### config.mk
export PLATFORM = sky130hd
export DESIGN_NAME = wb_gpio_w_flat
export DESIGN_NICKNAME = d
export VERILOG_FILES = /design/src/rtl/wb_gpio_pkg.sv /design/src/rtl/wb_gpio_if.sv /design/src/rtl/wb_gpio_w.sv /design/src/rtl/wb_gpio.sv /design/src/flat_wrapper.sv
export SDC_FILE = /design/constraint.sdc
export NUM_CORES = 1
export LEC_CHECK = 0
export ABC_CLOCK_PERIOD_IN_PS = 2200
export CORE_MARGIN = 2
export CORE_UTILIZATION = 53
export DETAILED_ROUTE_END_ITERATION = 7
export PLACE_DENSITY = 0.8
export REMOVE_ABC_BUFFERS = 1
export SLEW_MARGIN = 15
export SYNTH_ARGS = -nofsm -noshare
export SYNTH_HDL_FRONTEND = slang
export SYNTH_SLANG_ARGS = --single-unit
### constraint.sdc
create_clock -name clk_i -period 2.2 [get_ports clk_i]
set_input_delay 0.22 -clock clk_i [delete_from_list [all_inputs] [get_ports clk_i]]
set_output_delay 0.22 -clock clk_i [all_outputs]
set_load 0.01 [all_outputs]
### src/rtl/wb_gpio_pkg.sv
// wb_gpio_pkg: register map, default sizes and small mask helpers shared by
// the GPIO slave and its bus wrapper.
package wb_gpio_pkg;

  localparam int DEF_NUM_GPIO    = 32;
  localparam int DEF_DATA_W      = 32;
  localparam int DEF_SYNC_STAGES = 2;

  typedef logic [2:0] reg_idx_t;

  localparam reg_idx_t GPIO_IN      = 3'd0;
  localparam reg_idx_t GPIO_OUT     = 3'd1;
  localparam reg_idx_t GPIO_DIR     = 3'd2;
  localparam reg_idx_t GPIO_SET     = 3'd3;
  localparam reg_idx_t GPIO_CLR     = 3'd4;
  localparam reg_idx_t GPIO_RISE_EN = 3'd5;
  localparam reg_idx_t GPIO_FALL_EN = 3'd6;
  localparam reg_idx_t GPIO_STAT    = 3'd7;

  // Ones in the low n bit positions: the pins that actually exist.
  function automatic logic [31:0] pin_mask(input int n);
    logic [31:0] m;
    m = 32'h0;
    for (int i = 0; i < 32; i++) begin
      if (i < n) begin
        m[i] = 1'b1;
      end else begin
        m[i] = 1'b0;
      end
    end
    return m;
  endfunction

  // Expand the four byte selects into a 32-bit write mask.
  function automatic logic [31:0] lane_mask(input logic [3:0] sel);
    return {{8{sel[3]}}, {8{sel[2]}}, {8{sel[1]}}, {8{sel[0]}}};
  endfunction

endpackage

### src/rtl/wb_gpio_if.sv
// wb_if: classic Wishbone slave-port bundle shared by the *_w wrappers.
interface wb_if;
  logic [31:0] adr;
  logic [31:0] dat_w;
  logic [31:0] dat_r;
  logic [3:0]  sel;
  logic        we;
  logic        cyc;
  logic        stb;
  logic        ack;
  logic        err;

  modport master (output adr, dat_w, sel, we, cyc, stb, input dat_r, ack, err);
  modport slave  (input adr, dat_w, sel, we, cyc, stb, output dat_r, ack, err);
endinterface

### src/rtl/wb_gpio_w.sv
// wb_gpio_w: maps a wb_if slave modport onto the flat ports of wb_gpio.
module wb_gpio_w
  import wb_gpio_pkg::*;
#(
  parameter int          NUM_GPIO     = DEF_NUM_GPIO,
  parameter int          SYNC_STAGES  = DEF_SYNC_STAGES,
  parameter logic [31:0] RESET_OUT    = 32'h0,
  parameter logic [31:0] RESET_DIR    = 32'h0,
  parameter int          DEBOUNCE_DIV = 1024
) (
  input  logic                clk_i,
  input  logic                rst_i,
  wb_if.slave                 s,
  input  logic [NUM_GPIO-1:0] gpio_i,
  output logic [NUM_GPIO-1:0] gpio_o,
  output logic [NUM_GPIO-1:0] gpio_oe,
  output logic                irq_o
);

  wb_gpio #(
    .NUM_GPIO    (NUM_GPIO),
    .SYNC_STAGES (SYNC_STAGES),
    .RESET_OUT   (RESET_OUT),
    .RESET_DIR   (RESET_DIR),
    .DEBOUNCE_DIV(DEBOUNCE_DIV)
  ) u_gpio (
    .clk_i  (clk_i),
    .rst_i  (rst_i),
    .adr_i  (s.adr),
    .dat_i  (s.dat_w),
    .dat_o  (s.dat_r),
    .sel_i  (s.sel),
    .we_i   (s.we),
    .cyc_i  (s.cyc),
    .stb_i  (s.stb),
    .ack_o  (s.ack),
    .err_o  (s.err),
    .gpio_i (gpio_i),
    .gpio_o (gpio_o),
    .gpio_oe(gpio_oe),
    .irq_o  (irq_o)
  );

endmodule

### src/rtl/wb_gpio.sv
// wb_gpio: Wishbone GPIO slave with per-pin direction, atomic set/clear,
// synchronised inputs and rise/fall edge capture into a W1C status register.
// Optional input debounce is built when WB_GPIO_DEBOUNCE_EN is defined.
module wb_gpio
  import wb_gpio_pkg::*;
#(
  parameter int          NUM_GPIO     = DEF_NUM_GPIO,
  parameter int          SYNC_STAGES  = DEF_SYNC_STAGES,
  parameter logic [31:0] RESET_OUT    = 32'h0,
  parameter logic [31:0] RESET_DIR    = 32'h0,
  parameter int          DEBOUNCE_DIV = 1024
) (
  input  logic                clk_i,
  input  logic                rst_i,
  input  logic [31:0]         adr_i,
  input  logic [31:0]         dat_i,
  output logic [31:0]         dat_o,
  input  logic [3:0]          sel_i,
  input  logic                we_i,
  input  logic                cyc_i,
  input  logic                stb_i,
  output logic                ack_o,
  output logic                err_o,
  input  logic [NUM_GPIO-1:0] gpio_i,
  output logic [NUM_GPIO-1:0] gpio_o,
  output logic [NUM_GPIO-1:0] gpio_oe,
  output logic                irq_o
);

  localparam logic [31:0] PIN_MASK = pin_mask(NUM_GPIO);

  logic [NUM_GPIO-1:0] r_sync [SYNC_STAGES];
  logic [NUM_GPIO-1:0] w_in;
  logic [NUM_GPIO-1:0] r_prev;
  logic [31:0]         w_in32, w_prev32, w_edge32, w_rdata, w_w1c;
  logic [31:0]         r_out, r_dir, r_rise, r_fall, r_stat, r_dat;
  logic [31:0]         w_wmask, w_wdat;
  logic                r_ack, r_primed;
  logic [2:0]          r_prime_cnt;
  logic                w_req, w_wr;
  reg_idx_t            w_idx;
  logic                w_unused;

  assign w_req    = cyc_i & stb_i & ~r_ack;
  assign w_wr     = w_req & we_i;
  assign w_idx    = reg_idx_t'(adr_i[4:2]);
  assign w_wmask  = lane_mask(sel_i) & PIN_MASK;
  assign w_wdat   = dat_i & w_wmask;
  assign w_unused = ^{adr_i[31:5], adr_i[1:0]};

  // Input synchroniser chain: stage 0 samples the asynchronous pads.
  always_ff @(posedge clk_i) begin
    if (rst_i) begin
      for (int i = 0; i < SYNC_STAGES; i++) r_sync[i] <= '0;
    end else begin
      r_sync[0] <= gpio_i;
      for (int i = 1; i < SYNC_STAGES; i++) r_sync[i] <= r_sync[i-1];
    end
  end

`ifdef WB_GPIO_DEBOUNCE_EN
  localparam int PRE_W = (DEBOUNCE_DIV > 1) ? $clog2(DEBOUNCE_DIV) : 1;
  logic [PRE_W-1:0]    r_pre;
  logic                w_tick;
  logic [1:0]          r_cnt [NUM_GPIO];
  logic [NUM_GPIO-1:0] r_deb;

  assign w_tick = (r_pre == PRE_W'(DEBOUNCE_DIV - 1));

  // Shared prescaler producing one tick per DEBOUNCE_DIV cycles.
  always_ff @(posedge clk_i) begin
    if (rst_i) begin
      r_pre <= '0;
    end else if (w_tick) begin
      r_pre <= '0;
    end else begin
      r_pre <= r_pre + PRE_W'(1);
    end
  end

  // Per-pin debounce: a level must disagree on four consecutive ticks to be accepted.
  always_ff @(posedge clk_i) begin
    if (rst_i) begin
      for (int i = 0; i < NUM_GPIO; i++) r_cnt[i] <= 2'd0;
      r_deb <= '0;
    end else if (w_tick) begin
      for (int i = 0; i < NUM_GPIO; i++) begin
        if (r_sync[SYNC_STAGES-1][i] != r_deb[i]) begin
          if (r_cnt[i] == 2'd3) begin
            r_deb[i] <= r_sync[SYNC_STAGES-1][i];
            r_cnt[i] <= 2'd0;
          end else begin
            r_cnt[i] <= r_cnt[i] + 2'd1;
          end
        end else begin
          r_cnt[i] <= 2'd0;
        end
      end
    end
  end

  assign w_in = r_deb;
`else
  localparam int unused_debounce_div = DEBOUNCE_DIV;
  assign w_in = r_sync[SYNC_STAGES-1];
`endif

  // Zero-extend pin vectors to the 32-bit register width.
  always_comb begin
    w_in32   = 32'h0;
    w_prev32 = 32'h0;
    w_in32[NUM_GPIO-1:0]   = w_in;
    w_prev32[NUM_GPIO-1:0] = r_prev;
  end

  // Edge qualification; held off until the synchroniser has flushed power-up levels.
  always_comb begin
    w_edge32 = 32'h0;
    if (r_primed) begin
      w_edge32 = ((r_rise & w_in32 & ~w_prev32) | (r_fall & ~w_in32 & w_prev32)) & PIN_MASK;
    end else begin
      w_edge32 = 32'h0;
    end
  end

  // Bits cleared by a write-one-to-clear access to STAT this cycle.
  always_comb begin
    w_w1c = 32'h0;
    if (w_wr && (w_idx == GPIO_STAT)) begin
      w_w1c = w_wdat;
    end else begin
      w_w1c = 32'h0;
    end
  end

  // Read data selection; write-only registers read as zero.
  always_comb begin
    w_rdata = 32'h0;
    case (w_idx)
      GPIO_IN:      w_rdata = w_in32;
      GPIO_OUT:     w_rdata = r_out;
      GPIO_DIR:     w_rdata = r_dir;
      GPIO_SET:     w_rdata = 32'h0;
      GPIO_CLR:     w_rdata = 32'h0;
      GPIO_RISE_EN: w_rdata = r_rise;
      GPIO_FALL_EN: w_rdata = r_fall;
      GPIO_STAT:    w_rdata = r_stat;
      default:      w_rdata = 32'h0;
    endcase
  end

  // Power-up priming counter: detection enabled SYNC_STAGES+1 cycles after reset release.
  always_ff @(posedge clk_i) begin
    if (rst_i) begin
      r_prime_cnt <= 3'd0;
      r_primed    <= 1'b0;
    end else if (!r_primed) begin
      r_prime_cnt <= r_prime_cnt + 3'd1;
      r_primed    <= (r_prime_cnt == 3'(SYNC_STAGES));
    end
  end

  // Bus handshake, register writes and status capture (a new edge beats W1C).
  always_ff @(posedge clk_i) begin
    if (rst_i) begin
      r_ack  <= 1'b0;
      r_dat  <= 32'h0;
      r_out  <= RESET_OUT & PIN_MASK;
      r_dir  <= RESET_DIR & PIN_MASK;
      r_rise <= 32'h0;
      r_fall <= 32'h0;
      r_stat <= 32'h0;
      r_prev <= '0;
    end else begin
      r_ack  <= w_req;
      r_prev <= w_in;
      r_stat <= (r_stat & ~w_w1c) | w_edge32;
      if (w_req) begin
        r_dat <= w_rdata;
      end
      if (w_wr) begin
        case (w_idx)
          GPIO_OUT:     r_out  <= (r_out & ~w_wmask) | w_wdat;
          GPIO_DIR:     r_dir  <= (r_dir & ~w_wmask) | w_wdat;
          GPIO_SET:     r_out  <= r_out | w_wdat;
          GPIO_CLR:     r_out  <= r_out & ~w_wdat;
          GPIO_RISE_EN: r_rise <= (r_rise & ~w_wmask) | w_wdat;
          GPIO_FALL_EN: r_fall <= (r_fall & ~w_wmask) | w_wdat;
          default:      ;
        endcase
      end
    end
  end

  assign dat_o   = r_dat;
  assign ack_o   = r_ack;
  assign err_o   = 1'b0;
  assign gpio_o  = r_out[NUM_GPIO-1:0];
  assign gpio_oe = r_dir[NUM_GPIO-1:0];
  assign irq_o   = |r_stat;

endmodule

### src/flat_wrapper.sv
// flat-port wrapper written by rule: the top's interface ports become plain ports
module wb_gpio_w_flat import wb_gpio_pkg::*;
#(
  parameter int          NUM_GPIO     = DEF_NUM_GPIO,
  parameter int          SYNC_STAGES  = DEF_SYNC_STAGES,
  parameter logic [31:0] RESET_OUT    = 32'h0,
  parameter logic [31:0] RESET_DIR    = 32'h0,
  parameter int          DEBOUNCE_DIV = 1024
)
  (clk_i, rst_i, gpio_i, gpio_o, gpio_oe, irq_o, s_adr, s_dat_w, s_sel, s_we, s_cyc, s_stb, s_dat_r, s_ack, s_err);
  wb_if s_i ();
  input  logic clk_i;
  input  logic rst_i;
  input  logic [NUM_GPIO-1:0] gpio_i;
  output logic [NUM_GPIO-1:0] gpio_o;
  output logic [NUM_GPIO-1:0] gpio_oe;
  output logic irq_o;
  input wire logic [$bits(s_i.adr)-1:0] s_adr;
  input wire logic [$bits(s_i.dat_w)-1:0] s_dat_w;
  input wire logic [$bits(s_i.sel)-1:0] s_sel;
  input wire logic [$bits(s_i.we)-1:0] s_we;
  input wire logic [$bits(s_i.cyc)-1:0] s_cyc;
  input wire logic [$bits(s_i.stb)-1:0] s_stb;
  output wire logic [$bits(s_i.dat_r)-1:0] s_dat_r;
  output wire logic [$bits(s_i.ack)-1:0] s_ack;
  output wire logic [$bits(s_i.err)-1:0] s_err;
  assign s_i.adr = s_adr;
  assign s_i.dat_w = s_dat_w;
  assign s_i.sel = s_sel;
  assign s_i.we = s_we;
  assign s_i.cyc = s_cyc;
  assign s_i.stb = s_stb;
  assign s_dat_r = s_i.dat_r;
  assign s_ack = s_i.ack;
  assign s_err = s_i.err;
  wb_gpio_w #(.NUM_GPIO(NUM_GPIO), .SYNC_STAGES(SYNC_STAGES), .RESET_OUT(RESET_OUT), .RESET_DIR(RESET_DIR), .DEBOUNCE_DIV(DEBOUNCE_DIV)) u_core (.clk_i(clk_i), .rst_i(rst_i), .s(s_i), .gpio_i(gpio_i), .gpio_o(gpio_o), .gpio_oe(gpio_oe), .irq_o(irq_o));
endmodule
==> impl_metrics.yaml, run 1 <==
finish:
  nets: 1524
  post_layout_nonfiller_instances: 1715
  fillers: 1663
  final_design_area_no_fill_um2: 15000
  area_growth_pct: 28.1
  fin_util: 0.691
  drive_gt1_frac: 0.123
logic_synthesis:
  netlist-cell-type-count: 49
  synth_top_family_by_area: "simple AND/OR/NAND/NOR gates"
  synth_area_um2: 11700
  synth-compound-area-share: 0.194
  seq_area_frac_synth: 0.500
  synthCells: 1232
  ys.flop_type: "dfxtp_1"
  synth_edf_count: 0
  synthAdderAreaFrac: 0.00213
  avgSynthCellArea_um2: 9.53
  synthSimpleGateAreaFrac: 0.195
  yosys.area_share.xor_xnor: 0.00149
  ys_ff_latch: 293
  async_flop_share: 0
  ys_warn_count: 0
  muxShareOfSynthArea: 0.0750
clock_network:
  insertion_delay_ns: 0.55
  tritoncts: "yes"
  cts_num_sinks: 293
  clock_path_buffers: 3
  path_clk_slew_ns: 0.06
  numCtsBuffers: 30
  cts-root-buf: "clkbuf_16"
  h-tree-depth: 1
power_and_ir_drop:
  p_leak_uw: 0.00578
  irDropWorstVdd_mv: 0.557
  finalPower_uw: 11400
  powerDensity_nw_per_um2: 761
job:
  drv_cap: 0
worst_setup_path:
  cp.arrival_ns: 1.94
  criticalPathCategory: "register to output port"
  required_ns: 1.98
  crit_fanout: 3
  endpoint_kind: "output port"
  cp-start-kind: "register"
global_route:
  groute.usage.overall: 0.292
  globalRouteMet1Util: 0.376
  grt_pass1_vias: 10200
  antenna_found_initial: 1
  met2_usage: 0.490
  overflow: 0
  grt_first_pass_wirelength_mm: 55.3
  met3_usage: 0.0482
  grt_max_degree: 76
  top_usage_layer: "met2"
sta:
  hold_viol_final: 0
  slew_violations: 0
  rsz0062_at_grt: "true"
  fin_crit_ns: 2.16
  finClkSkew_ns: 0.00909
  worstMarginPinSlew_ns: 0.759
  min_period_over_period: 0.982
  setup_viol: 0
  max_freq_mhz: 463
  relSlewSlack: 0.494
die:
  core_area_um2: 21800
  die_x_um: 153
  dieArea_um2: 23400
  rows: 54
  start_util: 0.540
  die_y_um: 153
  ios: 204
drt:
  drc: 0
  finalWirelength_mm: 35.4
  vias: 10500
  wl_per_cell_um: 20.6
  antenna_left: 0
  dr.pass1.iters: 6
  via_per_inst: 6.14
  drt_iter0_markers: 971
place:
  port_buffers: 173
  place_inst: 1665
  dp_hpwl_mm: 22.9
  dpl_cell_area_um2: 14100
  place.gp.congestion: 0.818
outcome:
  status: "finished, final reports clean"
hold_path:
  hp-class: "input pin to register"
-- Yosys cell counts (all sizes together) (25+ instances only) --
library cell / instances / area [µm²]
a32oi: 28 / 245
nand3b: 34 / 255
a21oi: 83 / 415
nor2b: 100 / 626
dfxtp: 293 / 5870
nand2: 182 / 686
o21ai: 52 / 260
buf: 25 / 128
a32o: 32 / 320
mux2: 40 / 450
a22o: 34 / 298
o22ai: 32 / 200
mux2i: 43 / 430
nor2: 74 / 343
clkbuf: 60 / 225
-- path summary, 6_finish.rpt --
check / start / depth (start not counted) / end / slack [ns]
max: u_core.u_gpio.r_stat[19] / 5 / irq_o / 0.04
min: rst_i / 2 / u_core.u_gpio.r_sync[0][14] / 0.03
max reg2reg: u_core.u_gpio.ack_o / 6 / u_core.u_gpio.dat_o[16] / 0.39
min reg2reg: u_core.u_gpio.r_sync[0][14] / 1 / u_core.u_gpio.r_sync[0][46] / 0.43
-- placed cells by master, fill, tap and decap left out, types with 3 or more instances in the layout --
cell type / instances
a22o_1: 34
nor3_4: 4
a32oi_1: 28
and2_1: 3
buf_4: 57
a211oi_4: 4
clkinv_2: 4
and3_1: 7
nor2_8: 4
inv_1: 6
o221ai_1: 12
a211oi_1: 20
clkdlybuf4s50_1: 169
nand4_1: 5
dfxtp_1: 292
a31oi_1: 3
nand2_1: 181
o21ai_0: 52
a32o_1: 32
a221oi_1: 19
a21oi_1: 83
clkbuf_16: 31
mux2i_1: 43
mux2_2: 40
nand3b_1: 34
nand3_1: 7
nor2_1: 70
clkbuf_1: 7
nor4_1: 7
buf_12: 8
o22ai_1: 32
nor2b_1: 98
-- where the power goes --
part	internal (µW)	switching (µW)
logic	454	561
clock network	2850	2010
registers	5450	105
total	8760	2680
-- metal layers --
metal	vias up	routed length, µm
met5	-	0
met3	103	2860
met4	0	1370
li1	4817	-
met2	539	17000
met1	5069	14200
-- timing repair --
action | CTS | global route
gates cloned | 0 | 0
endpoints found under the hold margin | 0 | 0
setup buffers | 0 | 0
resized for setup | 8 | 2
hold buffers | 0 | 0
endpoints found under the setup margin | 1 | 1
pin swaps | 3 | 2
-- final cells by class --
| cell class | count | area (µm²) | area share |
|---|---|---|---|
| flip-flops and latches | 293 | 5870 | 0.390 |
| multi-input cells | 847 | 5540 | 0.369 |
| repair buffers | 238 | 2310 | 0.154 |
| clock buffers | 40 | 830 | 0.0552 |
| well taps | 280 | 350 | 0.0233 |
| clock inverters | 8 | 98.8 | 0.00657 |
| inverters | 7 | 26.3 | 0.00175 |
| diodes | 2 | 5.00 | 0.000333 |
-- through the flow --
step | hold WS (ns) | setup WS [ns] | setup TNS (ns)
after global routing | 0.0351 | -0.0478 | -0.0478
after detailed placement | 0.422 | -0.0516 | -0.624
after CTS | 0.0246 | 0.0104 | 0
after floorplan | 0.289 | -0.281 | -13.36
after global placement | 0.417 | -0.0505 | -0.554
final | 0.0331 | 0.0401 | 0
-- worst max-delay path, stage by stage (launching register included) --
cell and delay, ns:
dfxtp_4 0.35, nor4_4 0.33, buf_4 0.16, nand4_1 0.14, or2_4 0.29, buf_6 0.12
-- logic make-up after synthesis --
group | Yosys count
buffers and inverters | 92
muxes | 83
xor gates and xnor gates | 2
and+or+nand+nor | 437
adders and majority gates | 2
DFF | 293
AOI/OAI and AO/OA | 322
other | 1
Power figures use the tool's default switching activity.
==> run 2: changes to the inputs <==
--- a/config.mk
+++ b/config.mk
@@ -6,7 +6,7 @@
 export NUM_CORES = 1
 export LEC_CHECK = 0
 export ABC_CLOCK_PERIOD_IN_PS = 2200
-export CORE_MARGIN = 2
+export CORE_MARGIN = 5
 export CORE_UTILIZATION = 53
 export DETAILED_ROUTE_END_ITERATION = 7
 export PLACE_DENSITY = 0.8
==> run 2 against run 1 <==
Compared with the run above: via count fell by 0.54%; largest cell class unchanged; utilization fell by 0.45 points; clock skew rose by 0.0064 ns; largest power group unchanged; combinational power barely moved; total power fell by 0.82%; count of clock-buffer cells in the layout fell by 1; non-clock buffer count fell by 7; final cell count fell by 0.47%.
==> impl_metrics.yaml, run 2 (synthesized netlist as in run 1, its figures left out) <==
sta:
  setup_viol: 0
  slew_violations: 0
  fin_ws_ns: 0.0370
  min_period_over_period: 0.983
  max_freq_mhz: 462
  worstMarginPinSlew_ns: 0.562
  fin_crit_ns: 2.16
  rsz0062_at_grt: "true"
  hold_viol_final: 0
  relSlewSlack: 0.624
  finClkSkew_ns: 0.0155
drt:
  wl_per_cell_um: 20.7
  antenna_left: 0
  drc: 0
  dr.pass1.iters: 8
  finalWirelength_mm: 35.3
  vias: 10500
  via_per_inst: 6.13
  drt_iter0_markers: 1102
global_route:
  met2_usage: 0.438
  grt_first_pass_wirelength_mm: 56.2
  antenna_found_initial: 1
  grt_max_degree: 97
  groute.usage.overall: 0.267
  grt_pass1_vias: 10300
  met3_usage: 0.0534
  top_usage_layer: "met2"
  overflow: 0
  globalRouteMet1Util: 0.355
worst_setup_path:
  endpoint_kind: "output port"
  cp-start-kind: "register"
  cp.buffers_inverters: 2
  crit_family: "simple AND/OR/NAND/NOR gates"
  cp.arrival_ns: 1.94
  required_ns: 1.98
  max_stage_delay_ns: 0.38
  criticalPathCategory: "register to output port"
  cp_slowest_cell: "nor4_4"
  crit_fanout: 3
  path_cells: "nor4_4, buf_4, nand4_1, or2_4, buf_6"
job:
  drv_cap: 0
die:
  ios: 204
  core_area_um2: 21800
  start_util: 0.538
  dieArea_um2: 25200
  die_y_um: 159
  die_x_um: 159
  rows: 54
clock_network:
  cts-root-buf: "clkbuf_16"
  cts_setup_buffers: 0
  cts_num_sinks: 293
  clock_path_buffers: 3
  numCtsBuffers: 29
  insertion_delay_ns: 0.54
  tritoncts: "yes"
  h-tree-depth: 1
  cts_hold_buf: 0
  path_clk_slew_ns: 0.06
finish:
  fillers: 1636
  area_growth_pct: 27.6
  ff_latch_area_um2: 5870
  final_common_cell: "dfxtp_1"
  fin_util: 0.687
  nets: 1516
  drive_gt1_frac: 0.121
  final_cell_mix: "dfxtp_1 (291), nand2_1 (181), clkdlybuf4s50_1 (169)"
  multi_input_area_um2: 5550
place:
  place.gp.congestion: 0.833
  dp_hpwl_mm: 22.8
  port_buffers: 173
  dp_slack_ns: -0.0494
power_and_ir_drop:
  p_leak_uw: 0.00574
  irDropWorstVdd_mv: 0.458
  powerDensity_nw_per_um2: 757
outcome:
  status: "finished, final reports clean"
hold_path:
  hp-class: "input pin to register"
==> run 2: routing by layer <==
layer / vias to the layer above / share of wire / routed length, µm
met5: - / 0 / 0
met4: 0 / 0.033 / 1180
met3: 96 / 0.088 / 3100
met2: 550 / 0.47 / 16700
met1: 5022 / 0.41 / 14400
li1: 4803 / - / -
==> run 2: where the power goes <==
group          switching (µW)  leakage [µW]  internal (µW)
clock network            2010      0.000445           2770
registers                99.1       0.00238           5450
logic                     562       0.00291            450
==> run 2: worst paths after layout <==
kind         slack (ns)  depth (start not counted)                           to                        start
max                0.04                          5                        irq_o     u_core.u_gpio.r_stat[22]
min                0.02                          2  u_core.u_gpio.r_sync[0][10]                        rst_i
max reg2reg        0.44                          4     u_core.u_gpio.r_stat[31]          u_core.u_gpio.ack_o
min reg2reg        0.44                          1  u_core.u_gpio.r_sync[0][44]  u_core.u_gpio.r_sync[0][12]
==> run 2: area by class of cell <==
cell class | instances | area share
Sequential cell | 293 | 0.392
Clock buffer | 39 | 0.0536
Antenna cell | 1 | 0.000167
Clock inverter | 9 | 0.00651
Multi-Input combinational cell | 847 | 0.370
Tap cell | 280 | 0.0234
Timing Repair Buffer | 231 | 0.152
Inverter | 7 | 0.00175
==> run 2: through the flow <==
step	std cells	power, µW	instance area [µm²]	TNS [ns]	hold slack [ns]
final	1707	11300	15000	0	0.0223
after global routing	1707	11700	15000	-0.00505	0.0437
after CTS	1706	11400	15000	0	0.0136
after detailed placement	1658	6660	14100	-0.349	0.422
after global placement	1658	6630	14100	0	0.418
after floorplan	1147	6020	11400	-13.36	0.289
==> run 2: worst register-to-register path: stages, from the launching register on <==
cell	delay, ns
dfxtp_1	0.33
nand4b_2	0.40
nor3_4	0.50
nand2_1	0.12
a32o_1	0.28
==> run 2: timing repair <==
item | CTS | global route
endpoints found under the setup margin | 1 | 1
pin swaps | 3 | 2
gates resized for setup | 8 | 3
cloned | 0 | 0
